--- config.mk ---
export PLATFORM = sky130hd
export DESIGN_NAME = sevenseg_stopwatch
export DESIGN_NICKNAME = d
export VERILOG_FILES = /design/src/rtl/sevenseg_pkg.sv /design/src/rtl/bcd_digit_cnt.sv /design/src/rtl/sevenseg_stopwatch.sv
export SDC_FILE = /design/constraint.sdc
export NUM_CORES = 1
export LEC_CHECK = 0
export ABC_AREA = 1
export CORE_UTILIZATION = 51
export DETAILED_ROUTE_END_ITERATION = 7
export DONT_BUFFER_PORTS = 1
export PLACE_DENSITY = 0.66
export SETUP_SLACK_MARGIN = 0.1
export SYNTH_ARGS = -nofsm -noshare
export SYNTH_HDL_FRONTEND = slang
export SYNTH_SLANG_ARGS = --single-unit
export TNS_END_PERCENT = 5
--- constraint.sdc ---
create_clock -name clock -period 4.6 [get_ports clock]
set_input_delay 0.92 -clock clock [delete_from_list [all_inputs] [get_ports clock]]
set_output_delay 0.92 -clock clock [all_outputs]
set_load 0.05 [all_outputs]
--- src/rtl/sevenseg_pkg.sv ---
// Shared constants and helpers for the multiplexed seven-segment stopwatch.
package sevenseg_pkg;

    localparam logic [6:0] SEG_BLANK = 7'h7F;

    // Active-low, bit 0 = segment a; entries 0..9 then blank.
    localparam logic [6:0] SEG_PATTERNS [0:10] = '{
        7'h40, 7'h79, 7'h24, 7'h30, 7'h19,
        7'h12, 7'h02, 7'h78, 7'h00, 7'h10,
        SEG_BLANK
    };

    function automatic int unsigned digit_radix(input int unsigned index, input bit time_mode);
        if (time_mode && (index == 3 || index == 5))
            return 6;
        return 10;
    endfunction

    function automatic int unsigned cnt_width(input int unsigned n);
        if (n <= 2)
            return 1;
        return $clog2(n);
    endfunction

endpackage

--- src/rtl/bcd_digit_cnt.sv ---
// Single stopwatch digit: counts 0..RADIX-1 on inc_in, flags its top value.
module bcd_digit_cnt
    import sevenseg_pkg::*;
#(
    parameter int unsigned RADIX = 10
) (
    input  logic       clock,
    input  logic       reset,
    input  logic       clear,
    input  logic       inc_in,
    output logic [3:0] value,
    output logic       at_max
);

    assign at_max = (value == 4'(RADIX - 1));

    always_ff @(posedge clock or negedge reset) begin
        if (!reset)
            value <= '0;
        else if (clear)
            value <= '0;
        else if (inc_in)
            value <= at_max ? '0 : value + 4'd1;
    end

endmodule

--- src/rtl/sevenseg_stopwatch.sv ---
// Parametrised stopwatch with lap hold, leading-zero blanking and a
// multiplexed common-anode seven-segment driver.
module sevenseg_stopwatch
    import sevenseg_pkg::*;
#(
    parameter int unsigned CLK_FREQ_HZ   = 100_000_000,
    parameter int unsigned TICK_HZ       = 100,
    parameter int unsigned SCAN_CYCLES   = 100_000,
    parameter int unsigned NUM_DIGITS    = 8,
    parameter int unsigned TIME_MODE     = 1,
    parameter int unsigned BLANK_LEADING = 0
) (
    input  logic                  clock,
    input  logic                  reset,
    input  logic                  enable,
    input  logic                  clear,
    input  logic                  lap,
    output logic [NUM_DIGITS-1:0] anode_assert,
    output logic [6:0]            segs,
    output logic                  dp,
    output logic                  overflow
);

    localparam int unsigned DIV    = CLK_FREQ_HZ / TICK_HZ;
    localparam int unsigned PRE_W  = cnt_width(DIV);
    localparam int unsigned SCAN_W = cnt_width(SCAN_CYCLES);
    localparam int unsigned IDX_W  = cnt_width(NUM_DIGITS);

    logic [PRE_W-1:0]                 pre_cnt;
    logic                             tick;
    logic [NUM_DIGITS-1:0]            at_max;
    logic [NUM_DIGITS-1:0]            inc;
    logic                             carry;
    logic                             wrap;
    logic [NUM_DIGITS-1:0][3:0]       live;
    logic [NUM_DIGITS-1:0][3:0]       snap;
    logic [NUM_DIGITS-1:0][3:0]       disp;
    logic                             hold;
    logic [NUM_DIGITS-1:0]            blank;
    logic                             zero_above;
    logic [SCAN_W-1:0]                scan_cnt;
    logic [IDX_W-1:0]                 scan_idx;
    logic [31:0]                      idx32;
    logic [3:0]                       cur_val;
    logic [6:0]                       seg_next;
    logic                             dp_next;
    logic [NUM_DIGITS-1:0]            anode_next;

    // Prescaler freezes while paused so a partial tick is kept.
    assign tick = enable && (pre_cnt == PRE_W'(DIV - 1));

    always_ff @(posedge clock or negedge reset) begin
        if (!reset)
            pre_cnt <= '0;
        else if (clear)
            pre_cnt <= '0;
        else if (enable)
            pre_cnt <= tick ? '0 : pre_cnt + PRE_W'(1);
    end

    // Ripple enable: digit i steps when tick and every lower digit is at max.
    always_comb begin
        inc   = '0;
        carry = tick;
        for (int unsigned i = 0; i < NUM_DIGITS; i++) begin
            inc[i] = carry;
            carry  = carry & at_max[i];
        end
        wrap = carry;
    end

    for (genvar g = 0; g < NUM_DIGITS; g++) begin : g_digit
        bcd_digit_cnt #(
            .RADIX(digit_radix(g, TIME_MODE != 0))
        ) u_cnt (
            .clock  (clock),
            .reset  (reset),
            .clear  (clear),
            .inc_in (inc[g]),
            .value  (live[g]),
            .at_max (at_max[g])
        );
    end

    always_ff @(posedge clock or negedge reset) begin
        if (!reset)
            overflow <= 1'b0;
        else
            overflow <= wrap & ~clear;
    end

    always_ff @(posedge clock or negedge reset) begin
        if (!reset) begin
            hold <= 1'b0;
            snap <= '0;
        end else if (clear) begin
            hold <= 1'b0;
        end else if (lap) begin
            if (!hold)
                snap <= live;
            hold <= ~hold;
        end
    end

    assign disp = hold ? snap : live;

    // Walk from the top digit down; blanking stops at the first non-zero digit.
    always_comb begin
        blank      = '0;
        zero_above = 1'b1;
        for (int unsigned k = 0; k < NUM_DIGITS; k++) begin
            zero_above = zero_above && (disp[NUM_DIGITS-1-k] == 4'd0);
            if (BLANK_LEADING != 0 && (NUM_DIGITS - 1 - k) > 2)
                blank[NUM_DIGITS-1-k] = zero_above;
        end
    end

    always_ff @(posedge clock or negedge reset) begin
        if (!reset) begin
            scan_cnt <= '0;
            scan_idx <= '0;
        end else if (scan_cnt == SCAN_W'(SCAN_CYCLES - 1)) begin
            scan_cnt <= '0;
            scan_idx <= (scan_idx == IDX_W'(NUM_DIGITS - 1)) ? '0 : scan_idx + IDX_W'(1);
        end else begin
            scan_cnt <= scan_cnt + SCAN_W'(1);
        end
    end

    always_comb begin
        idx32   = 32'(scan_idx);
        cur_val = disp[scan_idx];
        if (blank[scan_idx] || cur_val > 4'd9)
            seg_next = SEG_BLANK;
        else
            seg_next = SEG_PATTERNS[cur_val];
        dp_next    = !((idx32 == 2) || (TIME_MODE != 0 && (idx32 == 4 || idx32 == 6)));
        anode_next = ~(NUM_DIGITS'(1) << scan_idx);
    end

    always_ff @(posedge clock or negedge reset) begin
        if (!reset) begin
            anode_assert <= '1;
            segs         <= SEG_BLANK;
            dp           <= 1'b1;
        end else begin
            anode_assert <= anode_next;
            segs         <= seg_next;
            dp           <= dp_next;
        end
    end

endmodule

**Word-level counts from Yosys, hierarchy flattened**

Memories as Yosys holds them, arrays and structs flattened.
Cells that the tools add are included.

- Bits in read-only memories: 120
- Register bits: 122
- Memories: 2
- Input port bits: 5
- Output and inout port bits: 17
- Logic and storage cells: 122

Memories:

| memory | words | bits a word | read ports | clocked after Yosys merged registers in | wr ports | RTL line | source |
|---|---|---|---|---|---|---|---|
| (name not given) | 16 | 7 | 1 | 0 | 0 | sevenseg_stopwatch.sv:136 | `seg_next = SEG_PATTERNS[cur_val];` |
| (name not given) | 8 | 1 | 1 | 0 | 0 | sevenseg_stopwatch.sv:133 | `if (blank[scan_idx] \|\| cur_val > 4'd9)` |

- $add $sub $neg: 11
- Shifts and indexed selects: 1
- Mux-type cells: 38
- Bitwise gates (word level): 13
- Equal/unequal tests: 14
- Reduce and logical (&&, ||, !) cells: 16
- $lt $le $gt $ge: 3

Operators with widths:

| cell | number |
|---|---|
| $mux 4 | 25 |
| $mux 20 | 3 |
| $add 4x1->4 const B | 8 |
| $mux 32 | 1 |
| $eq 4x4->1 const B | 6 |
| $mux 7 | 3 |
| $add 20x1->20 const B | 1 |
| $eq 20x20->1 const B | 1 |
| $reduce_bool 2->1 | 10 |
| $add 17x1->17 const B | 1 |
| $eq 17x17->1 const B | 1 |
| $mux 17 | 1 |
| $bmux 4 s3 | 1 |
| $and 1x1->1 | 9 |
| $eq 3x3->1 const B | 3 |
| $eq 4x3->1 const B | 2 |
| $not 8->8 | 1 |
| $shl 1x3->8 const A | 1 |
| $ge 5x5->1 const B | 1 |
| $not 4->5 | 1 |
| $gt 4x4->1 const B | 1 |
| $lt 3x4->1 const B | 1 |
| $add 3x1->3 const B | 1 |
| $eq 3x2->1 const B | 1 |
| 7 further kinds | 12 |

**Logic depth before layout (Yosys ltp)**

Gate-level depths: netlist of the first run.

- Depth after elaboration: 11
- Depth in mapped cells: 17
- Depth with buffers taken out: 15

**By module**

A second synthesis of the first run with hierarchy kept.

- Cell total of the unflattened synthesis: 926
- Area, all modules: 7059.3 um2

By module, submodules not included:

| module | area an instance (um2) | instances | sequential area each (um2) | cells each |
|---|---|---|---|---|
| sevenseg_stopwatch | 4927.2 | 1 | 2272.2 | 614 |
| bcd_digit_cnt | 266.5 | 8 | 100.1 | 39 |

**Worst setup path before layout of the first run**

No wires, ideal clock.

- Kind: input port to flip-flop
- Start: input clear
- End: register snap[28] (netlist bit)
- Data required time: 4.469 ns
- Path buffers: 2
- Library setup time: 0.131 ns
- Cell stages on the path: 8
- Setup slack: 2.533 ns
- Data arrival time: 1.936 ns
- Cell sequence: buf_2 > nor2_1 > inv_1 > nor2_2 > inv_2 > clkbuf_1 > nand2_1 > o21ai_0

- Cells in the longest elaborated chain, start to end: 2

Ends and longest elaborated chain:

| what | RTL line | source |
|---|---|---|
| from (decl) | sevenseg_stopwatch.sv:16 | `input logic clear,` |
| $not 1->1 (no source line) | -- |  |
| $reduce_and 2->1 (no source line) | -- |  |
| to (signal assigned) | sevenseg_stopwatch.sv:100 | `snap <= live;` |
| to (decl) | sevenseg_stopwatch.sv:36 | `logic [NUM_DIGITS-1:0][3:0] snap;` |

Every way passes these cells.
A chain may end at the register's enable or synchronous reset.

**Worst setup path in the final report of the first run**

- Start: register hold
- End: register segs[6]

- Cells in the longest elaborated chain, start to end: 8
- Elaborated cells on any way between the ends: 10
- Classes of those cells: order compare: 1; mux: 6; bitwise: 1; reduce/logical: 1; memory: 1

Ends and longest elaborated chain:

| what | RTL line | source |
|---|---|---|
| from (decl) | sevenseg_stopwatch.sv:38 | `logic hold;` |
| from (signal assigned) | sevenseg_stopwatch.sv:101 | `hold <= ~hold;` |
| $mux 32 * | -- |  |
| $bmux 4 s3 * | sevenseg_stopwatch.sv:132 | `cur_val = disp[scan_idx];` |
| $mux 4 (not written as such) * | sevenseg_stopwatch.sv:132 |  |
| $not 4->5 (not written as such) | sevenseg_stopwatch.sv:136 |  |
| $mem_v2 16x7 | -- |  |
| $mux 7 (not written as such) (2 in series) | sevenseg_stopwatch.sv:136 |  |
| $mux 7 * | sevenseg_stopwatch.sv:133 |  |
| via seg_next[6] | sevenseg_stopwatch.sv:45 | `logic [6:0] seg_next;` |
| to (signal assigned) | sevenseg_stopwatch.sv:148 | `segs <= seg_next;` |
| to (decl) | sevenseg_stopwatch.sv:19 | `output logic [6:0] segs,` |

Mark *: on every way through the listed nets, which the timed path passes. The rest lies on a longest branch. The select of a mux whose other input is x is not followed.

==> results of run 1 <==
[how the worst min path moves through the flow]
stage,start,to,cells after the start
floorplan,snap[12],snap[12],2
global placement,snap[2],snap[2],2
detailed placement,snap[26],snap[26],2
CTS,reset,scan_cnt[16],0
global route,reset,snap[10],0
finish,reset,scan_cnt[10],0
[report_power, final]
group / internal, mW / switching (mW)
clock network: 0.866 / 0.467
logic: 0.0601 / 0.117
registers: 1.14 / 0.0658
[cells by family after synthesis]
family / Yosys count / share of synthesized area
XOR/XNOR: 18 / 0.0235
multiplexers: 1 / 0.00168
adder cells (fa/ha/maj): 29 / 0.0541
AO/OA/AOI/OAI: 142 / 0.123
flip-flops: 122 / 0.458
buffers and inverters: 133 / 0.0843
AND/OR/NAND/NOR: 373 / 0.255
[critical path: cells and delay by family, from the launching register on]
| family | cells | cell delay [ns] |
|---|---|---|
| AO/OA/AOI/OAI | 3 | 0.37 |
| buffers and inverters | 2 | 0.49 |
| flip-flops | 1 | 0.80 |
| adder cells (fa/ha/maj) | 1 | 0.24 |
| AND/OR/NAND/NOR | 8 | 0.72 |
[stage by stage]
| stage | hold WS [ns] | cells | setup WS (ns) |
|---|---|---|---|
| final | 0.194 | 997 | 1.91 |
| after global routing | 0.177 | 997 | 1.58 |
| after CTS | 0.179 | 997 | 1.92 |
| after detailed placement | 0.473 | 965 | 1.80 |
| after global placement | 0.465 | 965 | 1.88 |
| after floorplan | 0.448 | 818 | 2.53 |
[synth_stat cells, types with 3 or more instances]
| cell type | instances | area (um^2) |
|---|---|---|
| or2_2 | 3 | 18.8 |
| nand2_1 | 186 | 698 |
| buf_2 | 9 | 45.0 |
| o21ai_1 | 4 | 20.0 |
| inv_1 | 100 | 375 |
| xnor2_1 | 7 | 61.3 |
| nor2_2 | 4 | 25.0 |
| nand4_1 | 26 | 163 |
| nand3_1 | 56 | 280 |
| a21oi_1 | 19 | 95.1 |
| o22ai_1 | 11 | 68.8 |
| xor2_1 | 11 | 96.3 |
| clkbuf_1 | 8 | 30.0 |
| ha_1 | 29 | 363 |
| nand2_2 | 3 | 18.8 |
| o21ai_0 | 70 | 350 |
| nor3_1 | 14 | 70.1 |
| inv_2 | 5 | 18.8 |
| o31ai_1 | 3 | 22.5 |
| nor4_1 | 5 | 31.3 |
| o211ai_1 | 21 | 158 |
| buf_4 | 4 | 30.0 |
| nand3_2 | 3 | 30.0 |
| dfrtp_1 | 106 | 2650 |
| dfstp_2 | 16 | 420 |
| nor2_1 | 61 | 229 |
[metal layers]
| layer | share of wire | GRT usage | vias up | wire length [um] |
|---|---|---|---|---|
| met3 | 0.053 | 0.0560 | 18 | 760 |
| li1 | - | - | 2697 | - |
| met5 | 0 | 0 | - | 0 |
| met4 | 0.013 | 0.0861 | 0 | 186 |
| met1 | 0.48 | 0.322 | 2544 | 6880 |
| met2 | 0.45 | 0.350 | 131 | 6430 |
[cell type report]
| type | instances | area, um^2 | area share |
|---|---|---|---|
| Timing Repair Buffer | 1 | 7.51 | 0.00102 |
| Clock buffer | 25 | 505 | 0.0687 |
| Multi-Input combinational cell | 563 | 3070 | 0.417 |
| Sequential cell | 122 | 3070 | 0.417 |
| Clock inverter | 7 | 90.1 | 0.0122 |
| Inverter | 107 | 402 | 0.0546 |
| Tap cell | 172 | 215 | 0.0292 |
[state kept, by name, indices dropped and copies added, names as in the netlist]
name / count
scan_idx: 3
scan_cnt: 17
hold: 1
g_digit.u_cnt.value: 32
segs: 7
dp: 1
pre_cnt: 20
snap: 32
overflow: 1
anode_assert: 8
[cells in the final DEF, fill, tap and decap left out, types with 4 or more instances in the layout]
master,instances
dfrtp_1,106
nor3_1,14
o22ai_1,11
clkbuf_16,17
o21ai_1,4
nor2_2,4
o21ai_0,70
inv_2,5
clkbuf_8,5
nand4_1,26
ha_1,29
nor2_1,61
o211ai_1,21
inv_1,100
nand2_1,186
nor4_1,5
a21oi_1,19
xnor2_1,7
xor2_1,11
dfstp_2,16
nand3_1,56
==> out/results.tsv, run 1 <==
stage	metric	value	unit
placed_design	dpl hpwl	9930	um
pwr	Static Leakage	3.45	nW
pwr	PwrDens	368	nW/um^2
clock_network	Max clock buf depth	2	
setup_path	crit-path cells	buf_4, nor2_1, a21oi_1, o21ai_0, o21ai_0, nand2_1, nand2_1, inv_1, ha_1, nor2_1, nor2_1, nand2_1, nand2_2, nand2_1	
global_route	largest net degree at the start of global routing	123	
synthesis	Seq/Total Area, Yosys	0.458	
clock_network	post-CTS sizing	0	
outcome	status	finished, final reports clean	
die	I/O pins	22	
route	Initial DRC Count	431	
synthesis	Syn. warnings	0	
synthesis	post-synthesis cell count	818	
setup_path	Critical Path End	segs[6]	
synthesis	Synth Flop Type	dfrtp_1	
route	Post-route DRC	0	
global_route	Global Route Usage Sum	0.231	
placed_design	global placement routability congestion	0.874	
min_path	HP Class	primary input to asynchronous set/reset pin	
global_route	first-pass GRT wire length	24200	um
synthesis	synth unique cells	51	
cells_and_area	# diodes	0	
die	die span in y	117	um
synthesis	Mapped Area	6710	um^2
setup_path	FF-to-FF path depth	14	
clock_network	hold_buf cts	0	
route	Pre-antenna DRT Iters	5	
clock_network	Clock Latency Late Sink	0.42	ns
timing	Relative slew margins	0.490	
global_route	vias in the first global route	5044	
timing	worst slew pin tran	0.764	ns
clock_network	post-CTS setup buffer count	0	
timing	f_max	0.372	GHz
pwr	power consumption	2.71	mW
cells_and_area	final net count	846	
route	Final ANT Viol Nets	0	
setup_path	CP Launch Type	flip-flop	
timing	Setup violations, final	0	
synthesis	Yosys reg bits	122	
die	die area	13600	um^2
route	drt via density	5.41	
cells_and_area	# fillers	1176	
die	chip width	117	um
setup_path	crit-path max FO	28	
clock_network	Num CTS Buffers	17	
setup_path	CP endpoint kind	flip-flop	
clock_network	clock root cell	clkbuf_16	
clock_network	CTS tree	built	
die	Initial Utilization	0.527	
timing	final hold violations	0	
timing	Final min period	2.69	ns
timing	final worst path period share	0.584	
cells_and_area	design area	7360	um^2
setup_path	worst path arrival time	3.05	ns
cells_and_area	fin util	0.579	
timing	setup TNS	0	ns
setup_path	Reg2Reg Capture Point	segs[6]	
synthesis	async set-reset flop share out of synthesis	1.00	
global_route	initial antenna violation count	0	
clock_network	clock-pin slew on the worst setup and hold paths	0.05	ns
placed_design	dpl cell area	6770	um^2
global_route	Overflow after GRT	0	
pwr	Max IR drop VDD	0.240	mV
synthesis	Syn Area/Cell	8.20	um^2
flow_run	max cap viols	0	
setup_path	internal reg-to-reg setup slack	1.91	ns
timing	Setup Skew	0.00701	ns
cells_and_area	Layout area overhead	9.76	%
synthesis	syn_nets	852	
route	Routed wire per std cell	14.3	um
route	vias	5390	
die	core area	12700	um^2
setup_path	worst setup path category	flip-flop to flip-flop	
setup_path	RR Startpoint	hold	
setup_path	Critical Path Most Common Cell	nand2_1	
setup_path	slowest cell on the critical path	dfrtp_1	
clock_network	H-Tree Depth	4	
timing	RSZ-0062 raised after global routing	no	
die	row count	41	
timing	max-slew violations	0	
clock_network	clock sinks	122	
placed_design	Buffers on Ports	0	
cells_and_area	fraction of layout cells with a size suffix above 1	0.0909	
setup_path	Req. time, crit path	4.96	ns
setup_path	Worst Setup SP	hold	
synthesis	number of flops mapped to enable cells by yosys	0	
route	drt total wl	14300	um
setup_path	CP peak stage delay	0.80	ns
No activity file was read; power rests on OpenSTA's default activity.
==> inputs of run 2 (changes only) <==
==> constraint.sdc (replaced) <==
create_clock -name clock -period 2.5 [get_ports clock]
set_input_delay 0.5 -clock clock [delete_from_list [all_inputs] [get_ports clock]]
set_output_delay 0.5 -clock clock [all_outputs]
set_load 0.05 [all_outputs]
==> run 2 against run 1 <==
The run now ends with hold timing left. Setup slack worse by 1.4 ns. Wire length is 0.29% higher. Power is 83% higher. Sequential power is 84% higher. Maximum frequency is 32% higher. Combinational power is 99% higher. Clock power is 80% higher. Sequential share of layout area is 0.31 points lower. Clock-buffer cell count is 2 lower. Critical endpoint is now g_digit[2].u_cnt.value[0].
==> out/results.tsv, run 2 (synthesized netlist as in run 1, its figures left out) <==
stage	metric	value	unit
die	Initial Utilization	0.527	
setup_path	CP peak stage delay	0.56	ns
timing	setup TNS	0	ns
route	Final ANT Viol Nets	0	
clock_network	clock-pin slew on the worst setup and hold paths	0.05	ns
clock_network	clock sinks	122	
setup_path	Critical Path Most Common Cell	o21ai_0	
global_route	largest net degree at the start of global routing	123	
setup_path	worst path arrival time	2.31	ns
global_route	vias in the first global route	5239	
setup_path	CP Launch Type	flip-flop	
timing	max-slew violations	0	
timing	final worst path period share	0.814	
placed_design	dpl hpwl	9960	um
cells_and_area	final net count	855	
timing	Hold WS	-0.224	ns
clock_network	clock root cell	clkbuf_16	
global_route	first-pass GRT wire length	24500	um
die	die area	13600	um^2
flow_run	max cap viols	0	
route	drt via density	5.49	
clock_network	CTS tree	built	
min_path	HP Class	primary input to asynchronous set/reset pin	
pwr	Max IR drop VDD	0.374	mV
die	chip width	117	um
timing	Setup Skew	0.00550	ns
cells_and_area	most frequent cells in the layout	nand2_1, dfrtp_1, inv_1	
setup_path	Req. time, crit path	2.77	ns
timing	RSZ-0062 raised after global routing	no	
route	Pre-antenna DRT Iters	6	
cells_and_area	commonest non-fill, non-tap cell in the layout	nand2_1	
timing	Setup violations, final	0	
timing	final hold violations	122	
route	Initial DRC Count	442	
route	Post-route DRC	0	
clock_network	H-Tree Depth	4	
outcome	failing checks	hold timing	
pwr	PwrDens	668	nW/um^2
outcome	status	complete, but fails checks	
route	vias	5519	
clock_network	Num CTS Buffers	17	
cells_and_area	Layout area overhead	10.6	%
setup_path	FF-to-FF path depth	6	
die	core area	12700	um^2
clock_network	Max clock buf depth	2	
route	drt total wl	14300	um
cells_and_area	# diodes	0	
clock_network	Clock Latency Late Sink	0.42	ns
die	die span in y	117	um
route	Routed wire per std cell	14.2	um
setup_path	CP endpoint kind	flip-flop	
cells_and_area	fraction of layout cells with a size suffix above 1	0.102	
timing	Relative slew margins	0.556	
setup_path	crit-path max FO	7	
global_route	Global Route Usage Sum	0.233	
timing	final worst slack	0.464	ns
global_route	initial antenna violation count	0	
die	I/O pins	22	
placed_design	global placement routability congestion	0.837	
timing	f_max	0.491	GHz
setup_path	worst setup path category	flip-flop to flip-flop	
setup_path	crit-path cells	ha_1, nand2_1, nor2_2, nand4_4, o21ai_0, o21ai_0	
cells_and_area	top flop regs	g_digit.u_cnt.value (32), snap (32), pre_cnt (20)	
setup_path	slowest cell on the critical path	o21ai_0	
global_route	Overflow after GRT	0	
timing	worst slew pin tran	0.660	ns
placed_design	pre-CTS setup slack	0.351	ns
timing	Final min period	2.04	ns
pwr	Static Leakage	3.50	nW
die	row count	41	
placed_design	Buffers on Ports	0	
run 2: changes by cell type in the layout (fill, tap and decap cells not counted), sizes merged:
cell | before | now
clkinv | 5 | 9
buf | 1 | 10
clkinvlp | 2 | 0
clkbuf | 25 | 23
run 2: final cells by class:
cell class	count	area [um^2]
multi-input cells	563	3070
fillers	1160	5310
clock buffers	23	478
well taps	172	215
clock inverters	9	95.1
flip-flops and latches	122	3070
repair buffers	10	82.6
inverters	107	402
run 2: final timing paths:
path,slack (ns),from,endpoint
setup / recovery,0.46,pre_cnt[0],g_digit[2].u_cnt.value[0]
hold / removal,-0.22,reset,scan_cnt[12]
setup reg to reg,0.46,pre_cnt[0],g_digit[2].u_cnt.value[0]
hold reg to reg,0.49,snap[27],snap[27]
max in group asynchronous,2.54,reset,segs[3]
min in group clock,0.24,clear,overflow
run 2: report_power, final:
part	switching (mW)	internal, mW
registers	0.116	2.09
logic	0.233	0.120
clock network	0.860	1.53
total	1.21	3.74
run 2: per-layer routing:
metal | up-vias | wire (um) | track usage
met3 | 23 | 714 | 0.0540
li1 | 2720 | - | -
met5 | - | 0 | 0
met2 | 134 | 6610 | 0.359
met1 | 2642 | 6720 | 0.315
met4 | 0 | 254 | 0.0970
run 2: critical path, delay by kind of cell, from the launching register on:
family / cells / cell delay (ns)
AOI/OAI and AO/OA: 2 / 0.73
adders and majority gates: 1 / 0.29
DFF: 1 / 0.38
and+or+nand+nor: 3 / 0.48
run 2: repair_timing:
action,4_1_cts,5_1_grt
endpoints found under the hold margin,122,122
setup buffers,0,0
gates resized for setup,0,5
setup endpoints to repair,0,6
run 2: metrics by stage:
stage	total power, mW	util	std cells	cell area [um^2]	hold slack, ns
4_1_cts	4.98	0.582	1006	7410	-0.241
3_5_place_dp	2.58	0.537	974	6830	0.208
6_report	4.95	0.583	1006	7420	-0.224
5_1_grt	5.15	0.583	1006	7420	-0.242
2_1_floorplan	2.49	-	818	6710	0.204
3_3_place_gp	2.56	0.537	974	6830	0.207
